$ cat config.mk
export PLATFORM = sky130hd
export DESIGN_NAME = display_sched_flat
export DESIGN_NICKNAME = d
export VERILOG_FILES = /design/src/rtl/display_pkg.sv /design/src/rtl/display_sched_if.sv /design/src/rtl/display_sched_tick_gen.sv /design/src/rtl/display_sched.sv /design/src/flat_wrapper.sv
export SDC_FILE = /design/constraint.sdc
export NUM_CORES = 1
export LEC_CHECK = 0
export ABC_AREA = 1
export ABC_CLOCK_PERIOD_IN_PS = 2900
export CORE_MARGIN = 3
export CORE_UTILIZATION = 39
export CTS_CLUSTER_DIAMETER = 200
export DETAILED_ROUTE_END_ITERATION = 7
export GPL_TIMING_DRIVEN = 0
export PLACE_DENSITY = 0.77
export SYNTH_ARGS = -nofsm -noshare
export SYNTH_HDL_FRONTEND = slang
export SYNTH_SLANG_ARGS = --single-unit
$ cat constraint.sdc
create_clock -name clk -period 2.9 [get_ports clk]
set_clock_uncertainty 0.15 [all_clocks]
set_input_delay 0.58 -clock clk [delete_from_list [all_inputs] [get_ports clk]]
set_output_delay 0.58 -clock clk [all_outputs]
set_load 0.1 [all_outputs]
$ cat src/rtl/display_pkg.sv
// Shared constants and the round-robin search used by the display frame scheduler.
// Pure combinational helpers; no state.
package display_pkg;

    localparam int NUM_REQ     = 4;
    localparam int BCD_W       = 16;
    localparam int SERIAL_BITS = 32;
    localparam int IDX_W       = $clog2(NUM_REQ);

    typedef logic [IDX_W-1:0] idx_t;

    typedef struct packed {
        logic found;
        idx_t idx;
    } rr_pick_t;

    // Scans from last+1 upwards; descending loop lets the nearest hit overwrite farther ones.
    function automatic rr_pick_t rr_next(input logic [NUM_REQ-1:0] req, input idx_t last);
        rr_pick_t p;
        idx_t     c;
        p = '0;
        for (int k = NUM_REQ; k >= 1; k--) begin
            c = idx_t'((int'(last) + k) % NUM_REQ);
            if (req[c]) begin
                p.found = 1'b1;
                p.idx   = c;
            end
        end
        return p;
    endfunction

endpackage

$ cat src/rtl/display_sched_if.sv
// Requester/downstream bundle of the display frame scheduler.
// slave is the scheduler side, master drives requests and observes the outputs.
interface display_sched_if;
    import display_pkg::*;

    logic [NUM_REQ-1:0]       req;
    logic [NUM_REQ*BCD_W-1:0] data_in;
    logic                     sending_data;
    logic                     enable;
    logic [BCD_W-1:0]         bcd_out;
    logic [NUM_REQ-1:0]       grant;
    logic [NUM_REQ-1:0]       frame_done;
    logic                     sync_err;

    modport slave (
        input  req, data_in, sending_data,
        output enable, bcd_out, grant, frame_done, sync_err
    );

    modport master (
        output req, data_in, sending_data,
        input  enable, bcd_out, grant, frame_done, sync_err
    );

endinterface

$ cat src/rtl/display_sched_tick_gen.sv
// Serial tick divider: enable is a one-cycle strobe every CLK_DIV clocks, first one
// visible CLK_DIV-1 cycles after reset release so the tick lands on edge CLK_DIV.
module tick_gen #(
    parameter int CLK_DIV = 50
) (
    input  logic clk,
    input  logic reset,
    output logic enable
);

    localparam int           W        = $clog2(CLK_DIV);
    localparam logic [W-1:0] DIV_LAST = W'(CLK_DIV - 1);

    logic [W-1:0] div_cnt_q;
    logic [W-1:0] div_cnt_d;

    always_comb begin
        div_cnt_d = div_cnt_q + 1'b1;
        if (div_cnt_q == DIV_LAST) begin
            div_cnt_d = '0;
        end
    end

    always_ff @(posedge clk or negedge reset) begin
        if (!reset) begin
            div_cnt_q <= '0;
        end else begin
            div_cnt_q <= div_cnt_d;
        end
    end

    assign enable = (div_cnt_q == DIV_LAST);

endmodule

$ cat src/rtl/display_sched.sv
// Frame scheduler: switches display ownership only at frame boundaries; grant/bcd_out
// update one cycle after the boundary. No backpressure: requesters simply wait for a grant.
module display_sched
    import display_pkg::*;
#(
    parameter int CLK_DIV     = 50,
    parameter int FRAME_TICKS = 162,
    parameter int HOLD_FRAMES = 4
) (
    input  logic             clk,
    input  logic             reset,
    display_sched_if.slave   io
);

    localparam int            FW         = $clog2(FRAME_TICKS);
    localparam int            HW         = $clog2(HOLD_FRAMES) + 1;
    localparam logic [FW-1:0] FRAME_LAST = FW'(FRAME_TICKS - 1);
    localparam logic [FW-1:0] BITS_LAST  = FW'(SERIAL_BITS);
    localparam logic [HW-1:0] HOLD_LAST  = HW'(HOLD_FRAMES - 1);

    logic               enable;
    logic               boundary;
    logic               keep;
    logic               in_flight;
    rr_pick_t           pick;

    logic [FW-1:0]      fcnt_q,     fcnt_d;
    logic [HW-1:0]      hold_cnt_q, hold_cnt_d;
    idx_t               last_q,     last_d;
    logic [NUM_REQ-1:0] grant_q,    grant_d;
    logic [BCD_W-1:0]   bcd_q,      bcd_d;
    logic               sync_err_q, sync_err_d;

    tick_gen #(.CLK_DIV(CLK_DIV)) u_tick_gen (
        .clk    (clk),
        .reset  (reset),
        .enable (enable)
    );

    always_comb begin
        fcnt_d = fcnt_q;
        if (enable) begin
            fcnt_d = (fcnt_q == FRAME_LAST) ? '0 : fcnt_q + 1'b1;
        end
    end

    assign boundary = enable && (fcnt_q == FRAME_LAST);
    assign pick     = rr_next(io.req, last_q);

    // last_q always names the current owner while grant_q is non-zero.
    assign keep = (|grant_q) && io.req[last_q] && (hold_cnt_q < HOLD_LAST);

    always_comb begin
        grant_d    = grant_q;
        last_d     = last_q;
        hold_cnt_d = hold_cnt_q;
        bcd_d      = bcd_q;
        if (boundary) begin
            if (keep) begin
                hold_cnt_d = hold_cnt_q + 1'b1;
                bcd_d      = io.data_in[int'(last_q)*BCD_W +: BCD_W];
            end else if (pick.found) begin
                grant_d    = {{(NUM_REQ-1){1'b0}}, 1'b1} << pick.idx;
                last_d     = pick.idx;
                hold_cnt_d = '0;
                bcd_d      = io.data_in[int'(pick.idx)*BCD_W +: BCD_W];
            end else begin
                grant_d = '0;
            end
        end
    end

    // Downstream shifts its 32 bits while its own counter sits in 1..32.
    assign in_flight  = (fcnt_q != '0) && (fcnt_q <= BITS_LAST);
    assign sync_err_d = sync_err_q | (io.sending_data != in_flight);

    always_ff @(posedge clk or negedge reset) begin
        if (!reset) begin
            fcnt_q     <= '0;
            hold_cnt_q <= '0;
            last_q     <= idx_t'(NUM_REQ - 1);
            grant_q    <= '0;
            bcd_q      <= '0;
            sync_err_q <= 1'b0;
        end else begin
            fcnt_q     <= fcnt_d;
            hold_cnt_q <= hold_cnt_d;
            last_q     <= last_d;
            grant_q    <= grant_d;
            bcd_q      <= bcd_d;
            sync_err_q <= sync_err_d;
        end
    end

    assign io.enable     = enable;
    assign io.grant      = grant_q;
    assign io.bcd_out    = bcd_q;
    assign io.frame_done = boundary ? grant_q : '0;
    assign io.sync_err   = sync_err_q;

endmodule

$ cat src/flat_wrapper.sv
// flat-port wrapper written by rule: the top's interface ports become plain ports
module display_sched_flat import display_pkg::*;
#(
    parameter int CLK_DIV     = 50,
    parameter int FRAME_TICKS = 162,
    parameter int HOLD_FRAMES = 4
)
  (clk, reset, io_req, io_data_in, io_sending_data, io_enable, io_bcd_out, io_grant, io_frame_done, io_sync_err);
  display_sched_if io_i ();
  input  logic clk;
  input  logic reset;
  input wire logic [$bits(io_i.req)-1:0] io_req;
  input wire logic [$bits(io_i.data_in)-1:0] io_data_in;
  input wire logic [$bits(io_i.sending_data)-1:0] io_sending_data;
  output wire logic [$bits(io_i.enable)-1:0] io_enable;
  output wire logic [$bits(io_i.bcd_out)-1:0] io_bcd_out;
  output wire logic [$bits(io_i.grant)-1:0] io_grant;
  output wire logic [$bits(io_i.frame_done)-1:0] io_frame_done;
  output wire logic [$bits(io_i.sync_err)-1:0] io_sync_err;
  assign io_i.req = io_req;
  assign io_i.data_in = io_data_in;
  assign io_i.sending_data = io_sending_data;
  assign io_enable = io_i.enable;
  assign io_bcd_out = io_i.bcd_out;
  assign io_grant = io_i.grant;
  assign io_frame_done = io_i.frame_done;
  assign io_sync_err = io_i.sync_err;
  display_sched #(.CLK_DIV(CLK_DIV), .FRAME_TICKS(FRAME_TICKS), .HOLD_FRAMES(HOLD_FRAMES)) u_core (.clk(clk), .reset(reset), .io(io_i));
endmodule
==> impl_metrics.json <==
{
  "fill_cells": 654,
  "synthTopCellsByArea": "dfrtp_1, nand2_1, nand3_1",
  "cts_setup_buffers": 0,
  "syn_nets": 523,
  "hold_class": "input port to async pin",
  "power.density_nw_per_um2": 296,
  "p_clk_share_pct": 32.3,
  "fin_tns_setup_ns": 0,
  "yosysTopAreaCell": "dfrtp_1",
  "drive_gt1_share_pct": 8.93,
  "swShare_pct": 24.3,
  "grt_pass1_vias": 2812,
  "routed.top_layer": "met4",
  "endpoint_kind": "output port",
  "route.met3.wl_um": 479,
  "rows": 30,
  "dp_slack_ns": -0.476,
  "drtAntennaViolNets": 0,
  "cp.required_ns": 2.17,
  "cp-start-kind": "flop",
  "overflow": 0,
  "dieArea_um2": 8360,
  "hold_slack_ns": 0.256,
  "cts-root-buf": "clkbuf_8",
  "wl_met1_um": 3290,
  "clk_pin_slew_ns": 0.07,
  "r2r-start": "u_core.last_q[0]$_DFFE_PN1P_",
  "yosysUniqueCellTypes": 28,
  "place_congestion": 0.863,
  "maxCapViolCount": 0,
  "ys_warn_count": 0,
  "cts_buffers": 5,
  "die_h_um": 91.5,
  "synthCells": 446,
  "drc": 0,
  "final_common_cell": "nand2_1",
  "grt_pass1_wl_um": 12100,
  "grt_usage_pct": 17.2,
  "drt_iter0_markers": 144,
  "fin_cells": 645,
  "stdcell_area_um2": 4020,
  "h-tree-depth": 2,
  "area_growth_pct": 41.3,
  "relSlewSlack_pct": 34.0,
  "coreArea_um2": 6940,
  "tightest_slew_ns": 0.988,
  "seq_power_share_pct": 46.8,
  "critPathKind": "flop to output port",
  "routedWlPerCell_um": 11.3,
  "cts.path.max_buffers": 2,
  "hold_viol_final": 0,
  "status": "completed",
  "die_w_um": 91.5,
  "fin_ws_ns": 0.178,
  "reg2reg_slack_ns": 0.45,
  "reg2reg_depth": 15,
  "rsz0062_at_grt": "no",
  "dpl.hpwl_um": 5850,
  "power.switching_mw": 0.290,
  "ys_ff_latch": 40,
  "yosys.area.top_type_share_pct": 33.4,
  "finalSetupViolCount": 0,
  "antenna_found_initial": 0,
  "io_buffers": 96,
  "p_leak_nw": 2.17,
  "io-pin-count": 97,
  "cts_num_sinks": 40,
  "post-place-cells": 638,
  "rr_endpoint": "u_core.io.bcd_out[9]$_DFFE_PN0P_",
  "vdd_drop_max_mv": 0.169,
  "post-route-util_pct": 57.9,
  "wl_met2_um": 3410,
  "timing.fmax_mhz": 367,
  "num_antenna_cells": 0,
  "routed_via_density": 4.59,
  "grt_max_degree": 41,
  "vias": 2960,
  "mostFrequentLayoutCells": "nand2_1, inv_1, clkdlybuf4s50_1, nand3_1, dfrtp_1",
  "period_share_pct": 93.9,
  "clkLatencyLatePin_ns": 0.28,
  "power.total_mw": 1.19,
  "num-nets-final": 626,
  "p_int_mw": 0.903,
  "ys_seq_area_share_pct": 35.2,
  "cts_tree": "built",
  "crit_arrival_ns": 1.99,
  "period_minus_slack_ns": 2.72,
  "firstDrtPassIters": 5,
  "p_comb_share_pct": 20.9,
  "postPlaceCellArea_um2": 3930,
  "avgSynthCellArea_um2": 6.39,
  "maxSlewViolCount": 0,
  "wl_um": 7270,
  "syn-cell-area_um2": 2850,
  "start_util_pct": 41.0,
  "cp_max_fo": 9
}
==> flip-flops by register name, summed over array words and instances (netlist names) <==
register and cells:
u_core.fcnt_q 8, u_core.io.bcd_out 16, u_core.io.sync_err 1, u_core.u_tick_gen.div_cnt_q 6, u_core.last_q 2, u_core.hold_cnt_q 3, u_core.io.grant 4
==> per-layer routing <==
layer | up-vias | global-route usage [%]
met5 | - | 0
met4 | 0 | 4.52
met3 | 7 | 4.14
met2 | 103 | 29.3
met1 | 1285 | 21.7
li1 | 1565 | -
==> Yosys cell counts <==
cell type    n
nand2_1    139
inv_1       92
nand3_1     79
dfrtp_1     38
nor2_1      21
o21ai_0     14
buf_2        8
a21oi_1      7
ha_1         6
inv_2        6
buf_4        5
nand2_2      4
xor2_1       4
nor3_1       3
o22ai_1      3
a31oi_1      2
and3_1       2
dfstp_2      2
nand4_1      2
a21oi_4      1
buf_1        1
buf_6        1
inv_4        1
nand3_2      1
nand4_4      1
nor3b_1      1
nor4_1       1
o21ai_2      1
==> worst max-delay path: stages (launching register included) <==
cell and delay (ns):
dfrtp_1 0.40, inv_1 0.06, ha_1 0.13, nand4_1 0.26, inv_2 0.23, nand2_2 0.19, nor2_2 0.13, buf_4 0.30
==> worst max-delay path by stage <==
| stage | startpoint | endpoint | slack, ns | cells past startpoint |
|---|---|---|---|---|
| after floorplan | u_core.u_tick_gen.div_cnt_q[1]$_DFF_PN0_ | io_frame_done[0] | -0.21 | 6 |
| after global placement | u_core.u_tick_gen.div_cnt_q[1]$_DFF_PN0_ | io_frame_done[0] | -0.40 | 7 |
| after detailed placement | u_core.u_tick_gen.div_cnt_q[1]$_DFF_PN0_ | io_frame_done[0] | -0.48 | 7 |
| after CTS | u_core.u_tick_gen.div_cnt_q[1]$_DFF_PN0_ | io_frame_done[0] | 0.05 | 7 |
| after global routing | u_core.u_tick_gen.div_cnt_q[1]$_DFF_PN0_ | io_frame_done[0] | 0.04 | 7 |
| final | u_core.u_tick_gen.div_cnt_q[1]$_DFF_PN0_ | io_frame_done[0] | 0.18 | 7 |
==> cells by family (layout without fill, tap and decap cells) <==
group                    count (synthesis)  after routing  synth area share, %
AO/OA/AOI/OAI                           28             28                 5.67
adder cells (fa/ha/maj)                  6              6                 2.64
XOR/XNOR                                 4              4                 1.23
AND/OR/NAND/NOR                        254            254                 38.8
flip-flops                              40             40                 35.2
buffers and inverters                  114            217                 16.4
==> power by group through the flow <==
stage	logic (mW)	clock network (mW)	registers, mW
2_1_floorplan	0.114	0	0.575
3_3_place_gp	0.246	0	0.569
3_5_place_dp	0.249	0	0.569
4_1_cts	0.250	0.395	0.559
5_1_grt	0.278	0.415	0.558
6_report	0.249	0.385	0.559
==> layout make-up <==
class                   instances  area [um2]  share of cell area [%]
flip-flops and latches         40        1000                    24.9
well taps                      96         120                    2.99
plain buffers                  15        92.6                    2.30
clock buffers                   7        96.3                    2.39
inverters                      99         374                    9.30
multi-input cells             292        1390                    34.5
repair buffers                 96         947                    23.5
==> repair_timing <==
action                     in CTS  in global routing
setup endpoints to repair       5                  4
cloned                          0                  0
hold buffers                    0                  0
pin swaps                       0                  0
hold endpoints to repair        0                  0
gates resized for setup        27                  1
No activity file was read; power rests on OpenSTA's default activity.
